**src/rtl/prot_pal_pkg.sv**
```systemverilog
// Shared types for the programmable PAL protection emulator: table entry layout,
// field widths and the power-on match table.
package prot_pal_pkg;

    localparam int unsigned PAL_DW    = 8;
    localparam int unsigned PAL_OW    = 8;
    localparam int unsigned PAL_MODES = 2;
    localparam int unsigned PAL_MW    = $clog2(PAL_MODES);
    localparam int unsigned PAL_DEF_N = 8;

    typedef struct packed {
        logic              valid;
        logic [PAL_DW-1:0] key;
        logic [PAL_DW-1:0] mask;
        logic [PAL_MW-1:0] mode;
        logic              any;
        logic              set;
        logic [PAL_MW-1:0] next;
        logic [PAL_OW-1:0] resp;
    } pal_entry_t;

    // Field order: valid, key, mask, mode, any, set, next, resp
    localparam pal_entry_t DEFAULT_TABLE [PAL_DEF_N] = '{
        '{1'b1, 8'ha5, 8'hff, 1'b0, 1'b1, 1'b0, 1'b0, 8'h40},
        '{1'b1, 8'hcd, 8'hff, 1'b0, 1'b1, 1'b1, 1'b0, 8'h16},
        '{1'b1, 8'hc2, 8'hff, 1'b0, 1'b1, 1'b1, 1'b1, 8'h4c},
        '{1'b1, 8'h36, 8'hff, 1'b0, 1'b0, 1'b0, 1'b0, 8'h7a},
        '{1'b1, 8'h36, 8'hff, 1'b1, 1'b0, 1'b0, 1'b0, 8'h2a},
        '{1'b1, 8'h6f, 8'hff, 1'b0, 1'b0, 1'b0, 1'b0, 8'h3e},
        '{1'b1, 8'h6f, 8'hff, 1'b1, 1'b0, 1'b0, 1'b0, 8'h66},
        '{1'b0, 8'h00, 8'hff, 1'b0, 1'b0, 1'b0, 1'b0, 8'h00}
    };

    function automatic pal_entry_t default_entry(input int idx);
        pal_entry_t e;
        e = '0;
        if (idx >= 0 && idx < int'(PAL_DEF_N)) begin
            e = DEFAULT_TABLE[idx[2:0]];
        end
        return e;
    endfunction

endpackage

```
**src/rtl/prot_pal_match.sv**
```systemverilog
// Combinational priority matcher: the lowest-index valid entry whose care bits
// equal the sampled data and whose mode qualifies wins.
module prot_pal_match
    import prot_pal_pkg::*;
#(
    parameter int unsigned ENTRIES = 8,
    parameter int unsigned AW      = $clog2(ENTRIES)
) (
    input  pal_entry_t        tbl [ENTRIES],
    input  logic [PAL_DW-1:0] din,
    input  logic [PAL_MW-1:0] mode,
    output logic              hit,
    output logic [AW-1:0]     idx,
    output pal_entry_t        ent
);

    always_comb begin
        hit = 1'b0;
        idx = '0;
        ent = '0;
        // Scan downwards so the lowest matching index is the last one kept
        for (int i = int'(ENTRIES) - 1; i >= 0; i--) begin
            if (tbl[i].valid && (((din ^ tbl[i].key) & tbl[i].mask) == '0) &&
                (tbl[i].any || (tbl[i].mode == mode))) begin
                hit = 1'b1;
                idx = AW'(i);
                ent = tbl[i];
            end
        end
    end

endmodule

```
**src/rtl/prot_pal_seq.sv**
```systemverilog
// Run-time programmable registered-PAL protection emulator (top). Define
// PROT_PAL_MASK_EN to store and honour per-entry care masks; otherwise exact match.
module prot_pal_seq
    import prot_pal_pkg::*;
#(
    // Widths must agree with the entry layout in prot_pal_pkg
    parameter int unsigned DW       = PAL_DW,
    parameter int unsigned OW       = PAL_OW,
    parameter int unsigned ENTRIES  = 8,
    parameter int unsigned MODES    = PAL_MODES,
    parameter logic [OW-1:0] OUT_MASK = 8'h7e,
    localparam int unsigned MW      = $clog2(MODES),
    localparam int unsigned AW      = $clog2(ENTRIES)
) (
    input  logic          clk,
    input  logic          reset_n,
    input  logic          wr_n,
    input  logic          gate,
    input  logic [DW-1:0] din,
    output logic [OW-1:0] dout,
    output logic [MW-1:0] mode,
    output logic [7:0]    hit_cnt,
    output logic          miss,
    input  logic          cfg_we,
    input  logic [AW-1:0] cfg_addr,
    input  logic [DW-1:0] cfg_key,
    input  logic [DW-1:0] cfg_mask,
    input  logic [OW-1:0] cfg_resp,
    input  logic [MW-1:0] cfg_mode,
    input  logic          cfg_any,
    input  logic          cfg_set,
    input  logic [MW-1:0] cfg_next,
    input  logic          cfg_valid
);

    logic          wr_q;
    logic          ev_q;
    logic [DW-1:0] din_q;
    logic [OW-1:0] resp_q;
    logic [MW-1:0] mode_q;
    logic [7:0]    hit_cnt_q;
    logic          miss_q;
    pal_entry_t    tbl_q [ENTRIES];

    logic          event_d;
    pal_entry_t    cfg_ent;
    logic          hit;
    logic [AW-1:0] unused_hit_idx;
    pal_entry_t    hit_ent;

    assign event_d = wr_q & ~wr_n & gate;

    always_comb begin
        cfg_ent       = '0;
        cfg_ent.valid = cfg_valid;
        cfg_ent.key   = cfg_key;
`ifdef PROT_PAL_MASK_EN
        cfg_ent.mask  = cfg_mask;
`else
        // Mask bits stay at all-ones so they reduce to constants
        cfg_ent.mask  = '1;
`endif
        cfg_ent.mode  = cfg_mode;
        cfg_ent.any   = cfg_any;
        cfg_ent.set   = cfg_set;
        cfg_ent.next  = cfg_next;
        cfg_ent.resp  = cfg_resp;
    end

`ifndef PROT_PAL_MASK_EN
    logic unused_cfg_mask;
    assign unused_cfg_mask = ^cfg_mask;
`endif

    prot_pal_match #(
        .ENTRIES (ENTRIES),
        .AW      (AW)
    ) u_match (
        .tbl  (tbl_q),
        .din  (din_q),
        .mode (mode_q),
        .hit  (hit),
        .idx  (unused_hit_idx),
        .ent  (hit_ent)
    );

    // Lookup reads tbl_q, so a coincident cfg write only affects later events
    always_ff @(posedge clk) begin
        if (!reset_n) begin
            wr_q      <= 1'b1;
            ev_q      <= 1'b0;
            din_q     <= '0;
            resp_q    <= '0;
            mode_q    <= '0;
            hit_cnt_q <= '0;
            miss_q    <= 1'b0;
            for (int i = 0; i < int'(ENTRIES); i++) begin
                tbl_q[i] <= default_entry(i);
            end
        end else begin
            wr_q   <= wr_n;
            ev_q   <= event_d;
            miss_q <= ev_q & ~hit;
            if (event_d) begin
                din_q <= din;
            end
            if (ev_q && hit) begin
                resp_q <= hit_ent.resp;
                if (hit_ent.set) begin
                    mode_q <= hit_ent.next;
                end
                if (hit_cnt_q != 8'hff) begin
                    hit_cnt_q <= hit_cnt_q + 8'd1;
                end
            end
            for (int i = 0; i < int'(ENTRIES); i++) begin
                if (cfg_we && (cfg_addr == AW'(i))) begin
                    tbl_q[i] <= cfg_ent;
                end
            end
        end
    end

    assign dout    = resp_q & OUT_MASK;
    assign mode    = mode_q;
    assign hit_cnt = hit_cnt_q;
    assign miss    = miss_q;

endmodule

```
**config.mk**
```make
export PLATFORM = sky130hd
export DESIGN_NAME = prot_pal_seq
export DESIGN_NICKNAME = d
export VERILOG_FILES = /design/src/rtl/prot_pal_pkg.sv /design/src/rtl/prot_pal_match.sv /design/src/rtl/prot_pal_seq.sv
export SDC_FILE = /design/constraint.sdc
export NUM_CORES = 1
export LEC_CHECK = 0
export ABC_AREA = 1
export CORE_MARGIN = 10
export CORE_UTILIZATION = 34
export DETAILED_ROUTE_END_ITERATION = 10
export DONT_BUFFER_PORTS = 1
export HOLD_SLACK_MARGIN = 0.15
export PLACE_DENSITY = 0.52
export SETUP_SLACK_MARGIN = 0.02
export SKIP_CTS_REPAIR_TIMING = 1
export SLEW_MARGIN = 25
export SYNTH_ARGS = -nofsm -noshare
export SYNTH_HDL_FRONTEND = slang
export SYNTH_SLANG_ARGS = --single-unit
```
**constraint.sdc**
```tcl
create_clock -name clk -period 2.3 [get_ports clk]
set_input_delay 0 -clock clk [delete_from_list [all_inputs] [get_ports clk]]
set_output_delay 0 -clock clk [all_outputs]
set_load 0.005 [all_outputs]
```
==> flow_summary.yaml, run 1 <==
run_status:
  status: "finished, violations left"
  violations: "negative hold slack"
critical_path:
  slowest_delay_ns: 0.61
  critPathMostFrequentCell: "dlygate4sd3_1"
  setup.worst_path.start_class: "register"
  critical_path_class: "register to register"
  critPathCaptureType: "register"
  critPathSlowestCell: "dlygate4sd3_1"
  critPathMaxFanout: 17
  crit_start: "wr_q"
  critPathBufInv: 3
  worst-endpoint-required_ns: 2.62
  critPathTopFamily: "buffers and inverters"
  r2r_start: "wr_q"
  crit_arrival_ns: 2.44
  path_cells: "nand3_1 > buf_4 > o21ai_0 > dlygate4sd3_1 > a21oi_1 > dlygate4sd3_1"
timing:
  rsz0062_at_grt: "yes"
  fmax_mhz: 471
  slew_violations: 0
  relSlewSlack_pct: 48.2
  hold_viol: 12
  hold_slack_ns: -0.281
  fin_crit_sh_pct: 92.3
  setup_viol: 0
  fin_crit_ns: 2.12
  worst_pin_slew_ns: 0.776
  finClkSkew_ns: 0.0177
  tns_ns: 0
route:
  routed_via_density: 4.86
  vias: 8912
  wire_per_inst_um: 16.1
  postRouteAntennaNets: 0
  first_pass_iters: 7
  drc: 0
  first_iter_violations: 648
  routed_wl_um: 29500
place:
  numPlacedInstances: 1598
  port_buffers: 0
  routabilityCongestion: 0.854
  dp_hpwl_um: 17900
global_route:
  overflow: 0
  antenna_found_initial: 0
  grt_max_degree: 176
  grt_pass1_wl_um: 41400
  grt.total_usage_pct: 15.7
  grt_pass1_vias: 7563
power_and_ir_drop:
  power_w: 0.00698
  powerDensity_nw_per_um2: 591
  total_leakage_power_nw: 5.13
  irDropWorstVdd_uv: 428
logic_synthesis:
  synth.most_common_cell: "nand2_1"
  synth_flop_cell: "dfxtp_1"
  synth_top_area_share_pct: 40.6
  synth.cell_area_um2: 8770
  yosysTopAreaCell: "dfxtp_1"
  synth_fa_ha_area_share_pct: 0.143
  synth_simple_gate_area_share_pct: 34.2
  synthArstFlopShare_pct: 0
  yosysWarnings: 0
  synth-edff-count: 0
  syn_area_per_cell_um2: 6.71
  ys_top_cells_by_count: "nand2_1 (365), nor2_1 (179), dfxtp_1 (178), o21ai_0 (120), inv_1 (105)"
  synthDistinctLibCells: 47
  yosys-top-cells-area: "dfxtp_1 (41%), nand2_1 (16%), nor2_1 (7.7%)"
  synth_top_family_by_area: "simple AND/OR/NAND/NOR gates"
  synth_xor_xnor_area_share_pct: 2.30
  synth_compound_area_share_pct: 13.0
  synthMuxAreaShare_pct: 0
  synthCells: 1306
  synth_seq_area_share_pct: 40.6
  ys_seq_elements: 178
floorplan:
  core_area_um2: 25300
  start_util_pct: 34.7
  dieArea_um2: 32600
  ios: 63
  die_w_um: 181
  rows: 58
  fp.dieH_um: 181
cells_and_area:
  fin_nets: 1533
  stdcell_count: 1833
  regArea_um2: 3570
  multi_input_area_um2: 4450
  syn_to_final_growth_pct: 34.8
  drive_above_1_share_pct: 9.47
  utilization_pct: 46.8
  nFillCells: 2624
clocking:
  path_clk_slew_ns: 0.08
  cts_tree: "done"
  htreeDepth: 4
  clkLatencyLatePin_ns: 0.44
  cts_buffers: 17
  cts_max_path_buffers: 2
  root_buffer: "clkbuf_16"
  cts_sinks: 178
worst_hold_path:
  worstHoldStart: "reset_n"
  hp-class: "input pin to register"
job:
  cap_viol_max_count: 0
layer usage:
metal	global-route usage [%]	routed length, um	vias up
met4	3.71	514	0
met1	20.6	13500	4168
met3	3.76	1480	22
met2	25.5	14000	210
li1	-	-	4512
met5	0	0	-
cells in the final DEF (no fill, tap or decap), types with 8 or more instances in the layout:
cell / count
a21oi_1: 46
buf_4: 33
clkbuf_16: 17
dfxtp_1: 174
dlygate4sd3_1: 198
inv_1: 102
nand2_1: 363
nand2_4: 8
nand3_1: 85
nand4_1: 10
nor2_1: 176
nor3_1: 9
o211ai_1: 23
o21ai_0: 119
or2_2: 13
xnor2_1: 10
xor2_1: 10
logic make-up after synthesis:
group	Yosys count
compound gates	208
xor+xnor	23
fa+ha+maj	1
buf+inv	192
flops	178
other cells	1
simple gates	703
final timing paths:
check	end	slack (ns)	cells after the start
worst max-delay path	din_q[5]	0.18	6
worst min-delay path	hit_cnt[7]	-0.28	2
worst max register to register	din_q[5]	0.18	6
worst min register to register	tbl_q[10]	0.45	2
worst register-to-register path: stages (launching register included):
cell,delay [ns]
dfxtp_1,0.31
nand3_1,0.07
buf_4,0.20
o21ai_0,0.20
dlygate4sd3_1,0.61
a21oi_1,0.05
dlygate4sd3_1,0.56
cell type report:
cell class / count / area share [%]
diodes: 3 / 0.0635
clock buffers: 17 / 3.60
clock inverters: 15 / 1.37
inverters: 116 / 3.85
multi-input cells: 937 / 37.6
flip-flops and latches: 178 / 30.2
well taps: 330 / 3.49
repair buffers: 237 / 19.8
flip-flops by register name, indices dropped and copies added (netlist names):
register  count
din_q         8
ev_q          1
hit_cnt       8
miss          1
mode          1
resp_q        6
tbl_q       152
wr_q          1
through the flow:
stage	area, um2	setup slack, ns
final	11800	0.176
after detailed placement	9130	0.0630
after floorplan	8770	0.366
after global placement	9130	0.0742
after CTS	9720	0.0683
after global routing	11800	0.00150
report_power, final:
group	internal (W)	switching [W]	total (W)
registers	0.00319	0.0000624	0.00325
clock network	0.00146	0.00146	0.00292
logic	0.000384	0.000426	0.000810
total	0.00503	0.00195	0.00698
(Power assumes the default switching activity.)
==> inputs of run 2 (changes only) <==
--- a/config.mk
+++ b/config.mk
@@ -12,4 +12,5 @@
 export DONT_BUFFER_PORTS = 1
 export HOLD_SLACK_MARGIN = 0.15
+export MAX_ROUTING_LAYER = met4
 export PLACE_DENSITY = 0.52
 export SETUP_SLACK_MARGIN = 0.02
==> constraint.sdc (replaced) <==
create_clock -name clk -period 2.3 [get_ports clk]
set_input_delay 0.46 -clock clk [delete_from_list [all_inputs] [get_ports clk]]
set_output_delay 0.46 -clock clk [all_outputs]
set_load 0.005 [all_outputs]
==> flow_summary.yaml, run 2 (synthesis gave the netlist of run 1 again) <==
run_status:
  status: "finished clean"
cells_and_area:
  largest_register_ffs: 152
  regMostFlops: "tbl_q"
  drive_above_1_share_pct: 11.7
  layout_commonest_cell: "nand2_1"
  utilization_pct: 40.0
  stdcell_count: 1659
  syn_to_final_growth_pct: 15.3
  fin_nets: 1362
  diodes: 0
  final_cell_mix: "nand2_1 (358), dfxtp_1 (174), nor2_1 (173)"
global_route:
  antenna_found_initial: 0
  grt_pass1_wl_um: 41700
  overflow: 0
  grt.total_usage_pct: 16.4
  grt_pass1_vias: 7406
  grt_max_degree: 176
critical_path:
  reg2reg_setup_slack_ns: 0.07
  r2r_start: "din_q[5]"
  critPathMaxFanout: 8
  worst-endpoint-required_ns: 2.66
  crit_start: "din_q[5]"
  r2r_end: "mode"
  critPathCaptureType: "register"
  ff2ff_path_depth: 20
  crit_arrival_ns: 2.59
  setup.worst_path.start_class: "register"
  critical_path_class: "register to register"
floorplan:
  die_w_um: 181
  dieArea_um2: 32600
  core_area_um2: 25300
  rows: 58
  fp.dieH_um: 181
  ios: 63
  start_util_pct: 34.7
power_and_ir_drop:
  irDropWorstVdd_uv: 488
  powerDensity_nw_per_um2: 676
  power_w: 0.00683
  total_leakage_power_nw: 4.66
timing:
  slew_violations: 0
  setup_slack_ns: 0.0709
  setup_viol: 0
  hold_viol: 0
  fin_crit_sh_pct: 96.9
  fmax_mhz: 449
  tns_ns: 0
  worst_pin_slew_ns: 0.737
  finClkSkew_ns: 0.0131
  fin_crit_ns: 2.23
  rsz0062_at_grt: "yes"
  relSlewSlack_pct: 50.8
clocking:
  cts_tree: "done"
  cts_sinks: 178
  path_clk_slew_ns: 0.07
  htreeDepth: 4
  cts_buffers: 17
  clkLatencyLatePin_ns: 0.43
  root_buffer: "clkbuf_16"
  cts_max_path_buffers: 2
place:
  port_buffers: 0
  dp_hpwl_um: 17900
  routabilityCongestion: 0.841
  place_ws_ns: 0.00636
  numPlacedInstances: 1596
route:
  postRouteAntennaNets: 0
  wire_per_inst_um: 17.0
  routed_wl_um: 28200
  first_iter_violations: 598
  routed_via_density: 4.91
  vias: 8150
  drc: 0
  first_pass_iters: 5
worst_hold_path:
  worstHoldStart: "cfg_resp[1]"
  min_to: "tbl_q[175]"
  hold_path_depth: 2
  hp-class: "input pin to register"
job:
  cap_viol_max_count: 0
-- run 2: cell type report --
type                            instances  area [um2]
Clock buffer                           18         429
Clock inverter                         14         154
Fill cell                            2689       15100
Inverter                              116         463
Multi-Input combinational cell        937        4460
Sequential cell                       178        3570
Tap cell                              330         413
Timing Repair Buffer                   66         621
-- run 2: critical path, stage by stage (launching register included) --
cell        delay [ns]
dfxtp_2           0.36
clkinvlp_4        0.22
nand2_2           0.15
nand2_1           0.06
nor2_1            0.09
nand3b_1          0.13
nor2_4            0.18
nand2_4           0.11
buf_6             0.14
buf_6             0.11
nor2_2            0.06
nor2_1            0.04
nand2_1           0.06
nand2_1           0.05
nand2_1           0.05
nand2_1           0.04
nand2_1           0.06
nand2_1           0.05
nand3_1           0.06
nand2_1           0.05
nor2_1            0.08
-- run 2: worst max path at each step --
stage	end	cells after the start
finish	mode	20
global route	resp_q[4]	19
CTS	resp_q[5]	16
detailed placement	resp_q[5]	16
global placement	resp_q[6]	16
floorplan	resp_q[1]	15
-- run 2: through the flow --
stage	hold slack [ns]	instance area, um2
6_report	0.155	10100
5_1_grt	0.150	10100
4_1_cts	0.114	9670
3_5_place_dp	0.440	9090
3_3_place_gp	0.432	9090
2_1_floorplan	0.421	8770
-- run 2: routing by layer --
layer,vias up,track usage (%),share of wire [%],wire (um)
met5,-,-,0,0
met4,0,4.99,1.6,461
met3,21,3.03,4.1,1160
met2,162,25.5,45,12800
met1,3793,21.1,49,13800
li1,4174,-,-,-
-- run 2: where the power goes --
group / internal [W] / total [W] / switching, W
Clock: 0.00162 / 0.00297 / 0.00135
Combinational: 0.000233 / 0.000614 / 0.000381
Sequential: 0.00319 / 0.00325 / 0.0000607
